$ cat src/rtl/menu_input_ctl_pkg.sv
// rtl/menu_input_ctl_pkg.sv - shared constants, button indices and counter helpers for menu_input_ctl
//
// Contents:
//   CNT_W / cnt_t         width and type of every debounce and hold counter
//   DEF_*                 default timing constants (cycles)
//   btn_idx_e             button index, ordered by output priority (CENTER highest)
//   rep_state_e           auto-repeat sequencer states
//   sat_inc / to_cnt      saturating increment and clamped parameter conversion
package menu_input_ctl_pkg;

    localparam int          CNT_W    = 27;
    localparam int          NUM_BTNS = 5;
    localparam int unsigned CNT_MAX  = (1 << CNT_W) - 1;

    localparam int unsigned DEF_DEBOUNCE_CYCLES = 2_000_000;
    localparam int unsigned DEF_REPEAT_DELAY    = 50_000_000;
    localparam int unsigned DEF_REPEAT_PERIOD   = 20_000_000;

    typedef logic [CNT_W-1:0] cnt_t;

    // Lower index wins arbitration.
    typedef enum logic [2:0] {
        BTN_CENTER = 3'd0,
        BTN_DOWN   = 3'd1,
        BTN_UP     = 3'd2,
        BTN_RIGHT  = 3'd3,
        BTN_LEFT   = 3'd4
    } btn_idx_e;

    typedef enum logic [1:0] {
        REP_IDLE  = 2'd0,   // button released (or repeat disabled)
        REP_FIRST = 2'd1,   // held, waiting for the first repeat
        REP_NEXT  = 2'd2    // held, repeating at the steady period
    } rep_state_e;

    function automatic cnt_t sat_inc(input cnt_t v);
        return (v == {CNT_W{1'b1}}) ? v : v + cnt_t'(1);
    endfunction

    // Parameters larger than the counter can hold clamp to the maximum.
    function automatic cnt_t to_cnt(input int unsigned v);
        return (v > CNT_MAX) ? {CNT_W{1'b1}} : v[CNT_W-1:0];
    endfunction

endpackage

$ cat src/rtl/menu_input_ctl_button.sv
// rtl/menu_input_ctl_button.sv - per-button synchronizer, debouncer, press edge and optional auto-repeat
//
// Module button_debounce
//   clk_i     system clock
//   rst_ni    asynchronous active-low reset
//   btn_i     raw asynchronous button, active-high
//   strobe_o  registered one-cycle pulse: press, or auto-repeat while held
//
// Timing from a clean raw step: two synchronizer edges, DEBOUNCE_CYCLES
// edges to accept the new level, one edge to register the press pulse,
// i.e. strobe_o is high DEBOUNCE_CYCLES+3 edges after the step.
module button_debounce
    import menu_input_ctl_pkg::*;
#(
    parameter int unsigned DEBOUNCE_CYCLES = DEF_DEBOUNCE_CYCLES,
    parameter int unsigned REPEAT_DELAY    = DEF_REPEAT_DELAY,
    parameter int unsigned REPEAT_PERIOD   = DEF_REPEAT_PERIOD,
    parameter bit          REPEAT_EN       = 1'b1
) (
    input  logic clk_i,
    input  logic rst_ni,
    input  logic btn_i,
    output logic strobe_o
);

    localparam cnt_t DB_LAST      = (DEBOUNCE_CYCLES == 0) ? '0 : to_cnt(DEBOUNCE_CYCLES - 1);
    localparam cnt_t REP_DELAY_C  = to_cnt(REPEAT_DELAY);
    localparam cnt_t REP_PERIOD_C = to_cnt(REPEAT_PERIOD);

    logic       sync1_q, sync2_q;
    logic       db_q, db_d;
    logic       db_dly_q;
    cnt_t       db_cnt_q, db_cnt_d;
    cnt_t       hold_q, hold_d;
    rep_state_e state_q, state_d;
    logic       press_rise;
    logic       rep_fire;
    logic       strobe_q, strobe_d;

    // Two-flop synchronizer; nothing else looks at btn_i.
    always_ff @(posedge clk_i or negedge rst_ni) begin
        if (!rst_ni) begin
            sync1_q <= 1'b0;
            sync2_q <= 1'b0;
        end else begin
            sync1_q <= btn_i;
            sync2_q <= sync1_q;
        end
    end

    // The counter measures how long the synchronized level has disagreed
    // with db; any agreeing sample restarts the count, so short glitches
    // never reach DB_LAST.
    always_comb begin
        db_d     = db_q;
        db_cnt_d = '0;
        if (sync2_q != db_q) begin
            if (db_cnt_q >= DB_LAST) begin
                db_d     = sync2_q;
                db_cnt_d = '0;
            end else begin
                db_cnt_d = sat_inc(db_cnt_q);
            end
        end
    end

    assign press_rise = db_q & ~db_dly_q;

    // Hold counter counts cycles since the press pulse (or the last repeat);
    // it is 1 in the cycle the press pulse is visible, so comparing against
    // REPEAT_DELAY lands the first repeat exactly REPEAT_DELAY cycles later.
    always_comb begin
        state_d  = state_q;
        hold_d   = hold_q;
        rep_fire = 1'b0;
        case (state_q)
            REP_IDLE: begin
                hold_d = '0;
                if (REPEAT_EN && db_q) begin
                    state_d = REP_FIRST;
                    hold_d  = cnt_t'(1);
                end
            end
            REP_FIRST, REP_NEXT: begin
                if (!db_q) begin
                    state_d = REP_IDLE;
                    hold_d  = '0;
                end else if (hold_q == ((state_q == REP_FIRST) ? REP_DELAY_C : REP_PERIOD_C)) begin
                    rep_fire = 1'b1;
                    state_d  = REP_NEXT;
                    hold_d   = cnt_t'(1);
                end else begin
                    hold_d = sat_inc(hold_q);
                end
            end
            default: begin
                state_d = REP_IDLE;
                hold_d  = '0;
            end
        endcase
    end

    assign strobe_d = press_rise | rep_fire;

    always_ff @(posedge clk_i or negedge rst_ni) begin
        if (!rst_ni) begin
            db_q     <= 1'b0;
            db_dly_q <= 1'b0;
            db_cnt_q <= '0;
            hold_q   <= '0;
            state_q  <= REP_IDLE;
            strobe_q <= 1'b0;
        end else begin
            db_q     <= db_d;
            db_dly_q <= db_q;
            db_cnt_q <= db_cnt_d;
            hold_q   <= hold_d;
            state_q  <= state_d;
            strobe_q <= strobe_d;
        end
    end

    assign strobe_o = strobe_q;

endmodule

$ cat src/rtl/menu_input_ctl.sv
// rtl/menu_input_ctl.sv - five-button menu input front end with debounce, auto-repeat and priority arbitration
//
// Module menu_input_ctl
//   clk                                   system clock
//   rst                                   asynchronous active-low reset
//   btn_up/down/left/right/center         raw asynchronous buttons, active-high
//   top/bottom/left/right                 one-cycle direction strobes (auto-repeating)
//   mouse_left                            one-cycle select strobe from btn_center (no repeat)
//
// At most one output is high per cycle; priority is
// mouse_left > bottom > top > right > left and losing strobes are dropped.
module menu_input_ctl
    import menu_input_ctl_pkg::*;
#(
    parameter int unsigned DEBOUNCE_CYCLES = DEF_DEBOUNCE_CYCLES,
    parameter int unsigned REPEAT_DELAY    = DEF_REPEAT_DELAY,
    parameter int unsigned REPEAT_PERIOD   = DEF_REPEAT_PERIOD
) (
    input  logic clk,
    input  logic rst,
    input  logic btn_up,
    input  logic btn_down,
    input  logic btn_left,
    input  logic btn_right,
    input  logic btn_center,
    output logic top,
    output logic bottom,
    output logic left,
    output logic right,
    output logic mouse_left
);

    logic [NUM_BTNS-1:0] raw;
    logic [NUM_BTNS-1:0] strobe;
    logic [NUM_BTNS-1:0] grant;

    assign raw[BTN_CENTER] = btn_center;
    assign raw[BTN_DOWN]   = btn_down;
    assign raw[BTN_UP]     = btn_up;
    assign raw[BTN_RIGHT]  = btn_right;
    assign raw[BTN_LEFT]   = btn_left;

    button_debounce #(
        .DEBOUNCE_CYCLES(DEBOUNCE_CYCLES),
        .REPEAT_DELAY   (REPEAT_DELAY),
        .REPEAT_PERIOD  (REPEAT_PERIOD),
        .REPEAT_EN      (1'b0)
    ) u_center (
        .clk_i   (clk),
        .rst_ni  (rst),
        .btn_i   (raw[BTN_CENTER]),
        .strobe_o(strobe[BTN_CENTER])
    );

    button_debounce #(
        .DEBOUNCE_CYCLES(DEBOUNCE_CYCLES),
        .REPEAT_DELAY   (REPEAT_DELAY),
        .REPEAT_PERIOD  (REPEAT_PERIOD),
        .REPEAT_EN      (1'b1)
    ) u_down (
        .clk_i   (clk),
        .rst_ni  (rst),
        .btn_i   (raw[BTN_DOWN]),
        .strobe_o(strobe[BTN_DOWN])
    );

    button_debounce #(
        .DEBOUNCE_CYCLES(DEBOUNCE_CYCLES),
        .REPEAT_DELAY   (REPEAT_DELAY),
        .REPEAT_PERIOD  (REPEAT_PERIOD),
        .REPEAT_EN      (1'b1)
    ) u_up (
        .clk_i   (clk),
        .rst_ni  (rst),
        .btn_i   (raw[BTN_UP]),
        .strobe_o(strobe[BTN_UP])
    );

    button_debounce #(
        .DEBOUNCE_CYCLES(DEBOUNCE_CYCLES),
        .REPEAT_DELAY   (REPEAT_DELAY),
        .REPEAT_PERIOD  (REPEAT_PERIOD),
        .REPEAT_EN      (1'b1)
    ) u_right (
        .clk_i   (clk),
        .rst_ni  (rst),
        .btn_i   (raw[BTN_RIGHT]),
        .strobe_o(strobe[BTN_RIGHT])
    );

    button_debounce #(
        .DEBOUNCE_CYCLES(DEBOUNCE_CYCLES),
        .REPEAT_DELAY   (REPEAT_DELAY),
        .REPEAT_PERIOD  (REPEAT_PERIOD),
        .REPEAT_EN      (1'b1)
    ) u_left (
        .clk_i   (clk),
        .rst_ni  (rst),
        .btn_i   (raw[BTN_LEFT]),
        .strobe_o(strobe[BTN_LEFT])
    );

    // Indices follow priority, so isolating the lowest set bit is the
    // arbitration. The strobes are registers, so the outputs are glitch-free
    // and forced low while reset is asserted.
    assign grant = strobe & (~strobe + NUM_BTNS'(1));

    assign mouse_left = grant[BTN_CENTER];
    assign bottom     = grant[BTN_DOWN];
    assign top        = grant[BTN_UP];
    assign right      = grant[BTN_RIGHT];
    assign left       = grant[BTN_LEFT];

endmodule

$ cat config.mk
export PLATFORM = sky130hd
export DESIGN_NAME = menu_input_ctl
export DESIGN_NICKNAME = d
export VERILOG_FILES = /design/src/rtl/menu_input_ctl_pkg.sv /design/src/rtl/menu_input_ctl_button.sv /design/src/rtl/menu_input_ctl.sv
export SDC_FILE = /design/constraint.sdc
export NUM_CORES = 1
export LEC_CHECK = 0
export BUFFER_PORTS_ARGS = -buffer_cell sky130_fd_sc_hd__buf_2
export CELL_PAD_IN_SITES_DETAIL_PLACEMENT = 2
export CELL_PAD_IN_SITES_GLOBAL_PLACEMENT = 2
export CORE_MARGIN = 1
export CORE_UTILIZATION = 42
export CTS_CLUSTER_SIZE = 20
export DETAILED_ROUTE_END_ITERATION = 10
export GPL_TIMING_DRIVEN = 0
export MAX_ROUTING_LAYER = met4
export PLACE_DENSITY_LB_ADDON = 0.1
export SETUP_SLACK_MARGIN = 0.1
export SYNTH_ARGS = -nofsm -noshare
export SYNTH_HDL_FRONTEND = slang
export SYNTH_HIERARCHICAL = 1
export SYNTH_SLANG_ARGS = --single-unit
$ cat constraint.sdc
create_clock -name clk -period 3.2 [get_ports clk]
set_input_delay 0.32 -clock clk [delete_from_list [all_inputs] [get_ports clk]]
set_output_delay 0.32 -clock clk [all_outputs]
set_load 0.02 [all_outputs]
# Yosys cells after proc, flatten, opt, wreduce, memory -nomap -nowiden
# Cells that the tools add are included.
# classes
n_eq_ne	49
n_bitwise	18
mux	78
n_reduce_logical	20
add_sub_neg	11
n_lt_le_gt_ge	5
# op_table
operator	n
two-way mux 27 bit	31
adder 27 x 1 -> 27 bit (second input constant)	10
equality test 27 bit (second input constant)	10
case mux 27 bit (2 select lines)	4
equality test 27 bit	5
greater-or-equal comparator 27 x 21 -> 1 bit (second input constant)	5
two-way mux 26 bit	5
inequality test 3 bit (second input constant)	10
two-way mux 2 bit	14
inequality test 4 bit (second input constant)	5
case mux 2 bit (2 select lines)	5
AND reduction 2 bit	10
two-way mux 1 bit	19
equality test 2 x 1 -> 1 bit (second input constant)	5
equality test 2 bit (second input constant)	5
logical NOT 2 bit	5
OR reduction 2 bit	5
inequality test 2 x 1 -> 1 bit (second input constant)	4
NOT 1 bit	6
adder 5 x 1 -> 5 bit (second input constant)	1
AND 1 bit	5
AND 5 bit	1
inequality test 1 bit	5
NOT 5 bit	1
OR 1 bit	5
# word_totals
ff_bits	305
elab_cells	221
in_bits	7

# Longest topological paths before layout
# depth
word_depth	7
ltp_mapped	8

# Modules after synthesis
# The synthesis kept the hierarchy.
# by_module_without_submodules
mod	instances	area_per_inst_um2	cells_each
button_debounce (u_down ...)	3	3390.8	356
button_debounce (u_left)	1	3393.3	360
button_debounce (u_center)	1	3059.2	311
menu_input_ctl	1	47.5	5

# Worst setup path after synthesis
# OpenSTA, ideal clock, no wires.
# synth_timing
path_type	register -> register
from	register u_left.hold_q[0]
to	register u_left.hold_q[16]
arrival_time_ns	2.213
path_buffers	1
setup_ns	0.141
path_slack_ns	0.846
stages_incl_launch_ff	9
path_cell_list	dfrtp_1 inv_1 ha_1 or4b_1 or4_1 a2111oi_4 or2b_4 buf_8 a21oi_1
# synth_between
elab_chain_len	5
elab_cells_between_ends	8
# synth_lines
element	line	rtl
from (decl)	menu_input_ctl_button.sv:34	cnt_t hold_q, hold_d;
from (signal assigned)	menu_input_ctl_button.sv:117	hold_q <= hold_d;
adder 27 x 1 -> 27 bit	menu_input_ctl_pkg.sv:37	return (v == {CNT_W{1'b1}}) ? v : v + cnt_t'(1);
two-way mux 27 bit	menu_input_ctl_pkg.sv:37	
two-way mux 27 bit	menu_input_ctl_button.sv:88	end else if (hold_q == ((state_q == REP_FIRST) ? REP_DELAY_C : REP_PERIOD_C)) begin
two-way mux 27 bit	menu_input_ctl_button.sv:85	if (!db_q) begin
case mux 27 bit (2 select lines)	menu_input_ctl_button.sv:76	case (state_q)
# Parallel ways exist; a longest one is shown, timed or not. The select of a mux whose other input is x is not followed.
# A chain may end at the register's enable or synchronous reset.

# Final worst setup path
# layout_timing
from	register u_up.db_cnt_q[3]
to	register u_up.db_cnt_q[2]
# layout_between
elab_chain_len	3
elab_cells_between_ends	5
# layout_lines
element	line	rtl
from (decl)	menu_input_ctl_button.sv:33	cnt_t db_cnt_q, db_cnt_d;
from (signal assigned)	menu_input_ctl_button.sv:116	db_cnt_q <= db_cnt_d;
greater-or-equal comparator 27 x 21 -> 1 bit	menu_input_ctl_button.sv:58	if (db_cnt_q >= DB_LAST) begin
two-way mux 27 bit	menu_input_ctl_button.sv:58	
two-way mux 27 bit	menu_input_ctl_button.sv:57	if (sync2_q != db_q) begin
# Parallel ways exist; a longest one is shown, timed or not.

==> results_dict.tcl <==
set metrics [dict create \
    fmaxAchievable_mhz 358 \
    vias 14162 \
    hold_class "flip-flop to flip-flop" \
    path_class "flip-flop to flip-flop" \
    gp_congestion 0.810 \
    tightest_slew_ps 1030 \
    cap_violations 0 \
    via_per_inst 5.97 \
    grt_pass1_vias 15884 \
    drive_gt1_share_pct 10.7 \
    clockBufferDepth 3 \
    switching_share_pct 25.8 \
    drc 0 \
    synth_ff_type "dfrtp_1" \
    cts_root_buf "clkbuf_16" \
    rows 72 \
    port_buffers 11 \
    r2r-end "u_up/db_cnt_q[2]" \
    cp.arrival_ps 3240 \
    ys_seq_area_share_pct 45.6 \
    ant_nets 0 \
    relSlewSlack_pct 30.7 \
    finalCritPeriodShare_pct 87.3 \
    antenna_cells 0 \
    hold_end "u_down/sync2_q" \
    power_switching_w 0.00234 \
    antenna_found_initial 0 \
    setup_viol 0 \
    synth_warnings 6 \
    die_y_um 201 \
    power_w 0.00908 \
    synthArstFlopShare_pct 100 \
    fill_cells 4188 \
    path_clk_slew_ps 60 \
    cts_sinks 304 \
    r2r-start "u_up/db_cnt_q[3]" \
    hold_viol_final 0 \
    synth_edf_count 0 \
    r2r_cells 6 \
    postPlaceCellArea_sq_um 17500 \
    min_path_cells 0 \
    insertion_delay_ps 550 \
    hp-start "u_down/sync1_q" \
    min_period_ps 2790 \
    critical_path.max_fanout 10 \
    postLayoutCoreUtil_pct 48.4 \
    fin_worst_skew_ps 21.0 \
    initial_core_util_pct 42.8 \
    wl_per_cell_um 20.5 \
    outcome "complete, no violations" \
    crit_required_ps 3640 \
    power_frac_comb_pct 9.5 \
    power.internal_w 0.00674 \
    io_pins 12 \
    cts_tree "done" \
    clock_power_share_pct 46.1 \
    rsz0062_at_grt "false" \
    syn_avg_cell_area_sq_um 9.56 \
    reg2reg_slack_ps 410 \
    seq_power_share_pct 44.4 \
    synth_cells 1744 \
    synth_cell_types 89 \
    worst_setup_path_end_kind "flip-flop" \
    die_x_um 201 \
    cts_buffers 39 \
    mostFrequentLayoutCell "dfrtp_1" \
    hpwl_mm 33.1 \
    core-area_sq_um 38900 \
    p_per_area_nw_per_um2 483 \
    syn_area_sq_um 16700 \
    slew_violations 0 \
    grt-ovfl-total 0 \
    grt_pass1_wl_mm 83.1 \
    ir_drop_mv 0.344 \
    wl_mm 48.7 \
    htree_levels 2 \
    die_area_sq_um 40500 \
    grt_max_degree 117 \
    layout_common_cells "304 x dfrtp_1, 152 x nor2_1, 119 x nand2_1, 118 x a21oi_1, 92 x nand3_1" \
    fin_area_sq_um 18800 \
    area_growth_pct 12.9 \
    firstDrtPassIters 5 \
    nets 1863 \
    cp-start-kind "flip-flop" \
    grt.total_usage_pct 25.6 \
    ys_seq_elements 304 \
    p_leak_nw 6.88 \
    drt-initial-drc-count 612 \
]
metrics by stage:
stage	hold WS, ps	setup TNS (ps)	setup WS (ps)	cells
after global placement	333	-1295410	-4290	2298
after detailed placement	337	0	420	2300
after global routing	365	0	144	2373
after floorplan	24.4	0	846	1769
after CTS	350	0	246	2373
final	347	0	407	2373
final cells by class:
cell class / instances / area (sq um) / area share (%)
Clock inverter: 9 / 56.3 / 0.299
Buffer: 59 / 387 / 2.05
Inverter: 57 / 214 / 1.14
Sequential cell: 304 / 7610 / 40.4
Timing Repair Buffer: 19 / 180 / 0.958
Multi-Input combinational cell: 1349 / 8560 / 45.5
Tap cell: 518 / 648 / 3.44
Clock buffer: 58 / 1160 / 6.16
how the worst max path moves through the flow:
stage                           startpoint                 to  depth (start not counted)
final                     u_up/db_cnt_q[3]   u_up/db_cnt_q[2]                          6
after global routing      u_down/hold_q[1]   u_down/hold_q[7]                          5
after floorplan           u_left/hold_q[0]  u_left/hold_q[16]                          8
after CTS                   u_up/hold_q[1]     u_up/hold_q[2]                          5
after detailed placement  u_down/hold_q[1]   u_down/hold_q[7]                          5
after global placement                 rst   u_down/hold_q[3]                          1
cell usage after synthesis, types with 21 or more instances:
cell / count / share of area, %
nand2_1: 119 / 2.7
a21oi_1: 118 / 3.5
xor2_1: 28 / 1.5
and2_1: 21 / 0.79
nor4_1: 37 / 1.4
nand3_1: 92 / 2.8
nand4_1: 81 / 3.0
dfrtp_1: 304 / 46
o21ai_0: 85 / 2.6
and3_1: 33 / 1.2
inv_1: 57 / 1.3
xnor2_1: 73 / 3.8
nor2_1: 152 / 3.4
ha_1: 27 / 2.0
and4_1: 27 / 1.4
a31oi_1: 28 / 1.1
nor3_1: 38 / 1.1
or3_1: 65 / 2.4
clkbuf_1: 29 / 0.65
or4_1: 36 / 1.6
sequential cells by signal, summed over array words and instances (netlist names), 2 cells and up:
| signal | flops |
|---|---|
| u_center/db_cnt_q | 27 |
| u_center/hold_q | 27 |
| u_down/db_cnt_q | 27 |
| u_down/hold_q | 27 |
| u_down/state_q | 2 |
| u_left/db_cnt_q | 27 |
| u_left/hold_q | 27 |
| u_left/state_q | 2 |
| u_right/db_cnt_q | 27 |
| u_right/hold_q | 27 |
| u_right/state_q | 2 |
| u_up/db_cnt_q | 27 |
| u_up/hold_q | 27 |
| u_up/state_q | 2 |
layer usage:
layer	vias up	part of all wire [%]	wire (um)	GRT usage, %
met4	0	2.2	1060	7.82
met3	82	2.3	1110	3.01
met5	-	0	0	-
li1	6629	-	-	-
met2	147	51	24700	43.5
met1	7304	45	21800	31.9
power by group through the flow:
stage | registers, W | clock network, W | logic (W)
floorplan | 0.00407 | 0 | 0.000560
global placement | 0.00409 | 0 | 0.000809
detailed placement | 0.00410 | 0 | 0.000860
CTS | 0.00403 | 0.00433 | 0.000878
global route | 0.00404 | 0.00446 | 0.000969
finish | 0.00403 | 0.00419 | 0.000859
critical path, stage by stage, from the launching register on:
cell and delay (ps):
dfrtp_1 420, nand4_1 330, nor4_1 840, and2_1 320, clkbuf_1 400, o21ai_0 160, a21oi_1 220
cells by family after synthesis:
logic type / count (synthesis) / share of synthesized area (%)
and+or+nand+nor: 827 / 29.2
AOI/OAI and AO/OA: 356 / 13.6
xor gates and xnor gates: 101 / 5.31
buffers and inverters: 116 / 3.60
adders and majority gates: 30 / 2.21
muxes: 5 / 0.330
DFF: 304 / 45.6
other: 5 / 0.113
what timing repair did:
action,in CTS,in global routing
hold buffers,6,0
buffers inserted,0,0
setup endpoints to repair,0,3
hold endpoints to repair,84,0
gates resized for setup,0,1
Note: power is estimated with default switching activity, not from simulation.
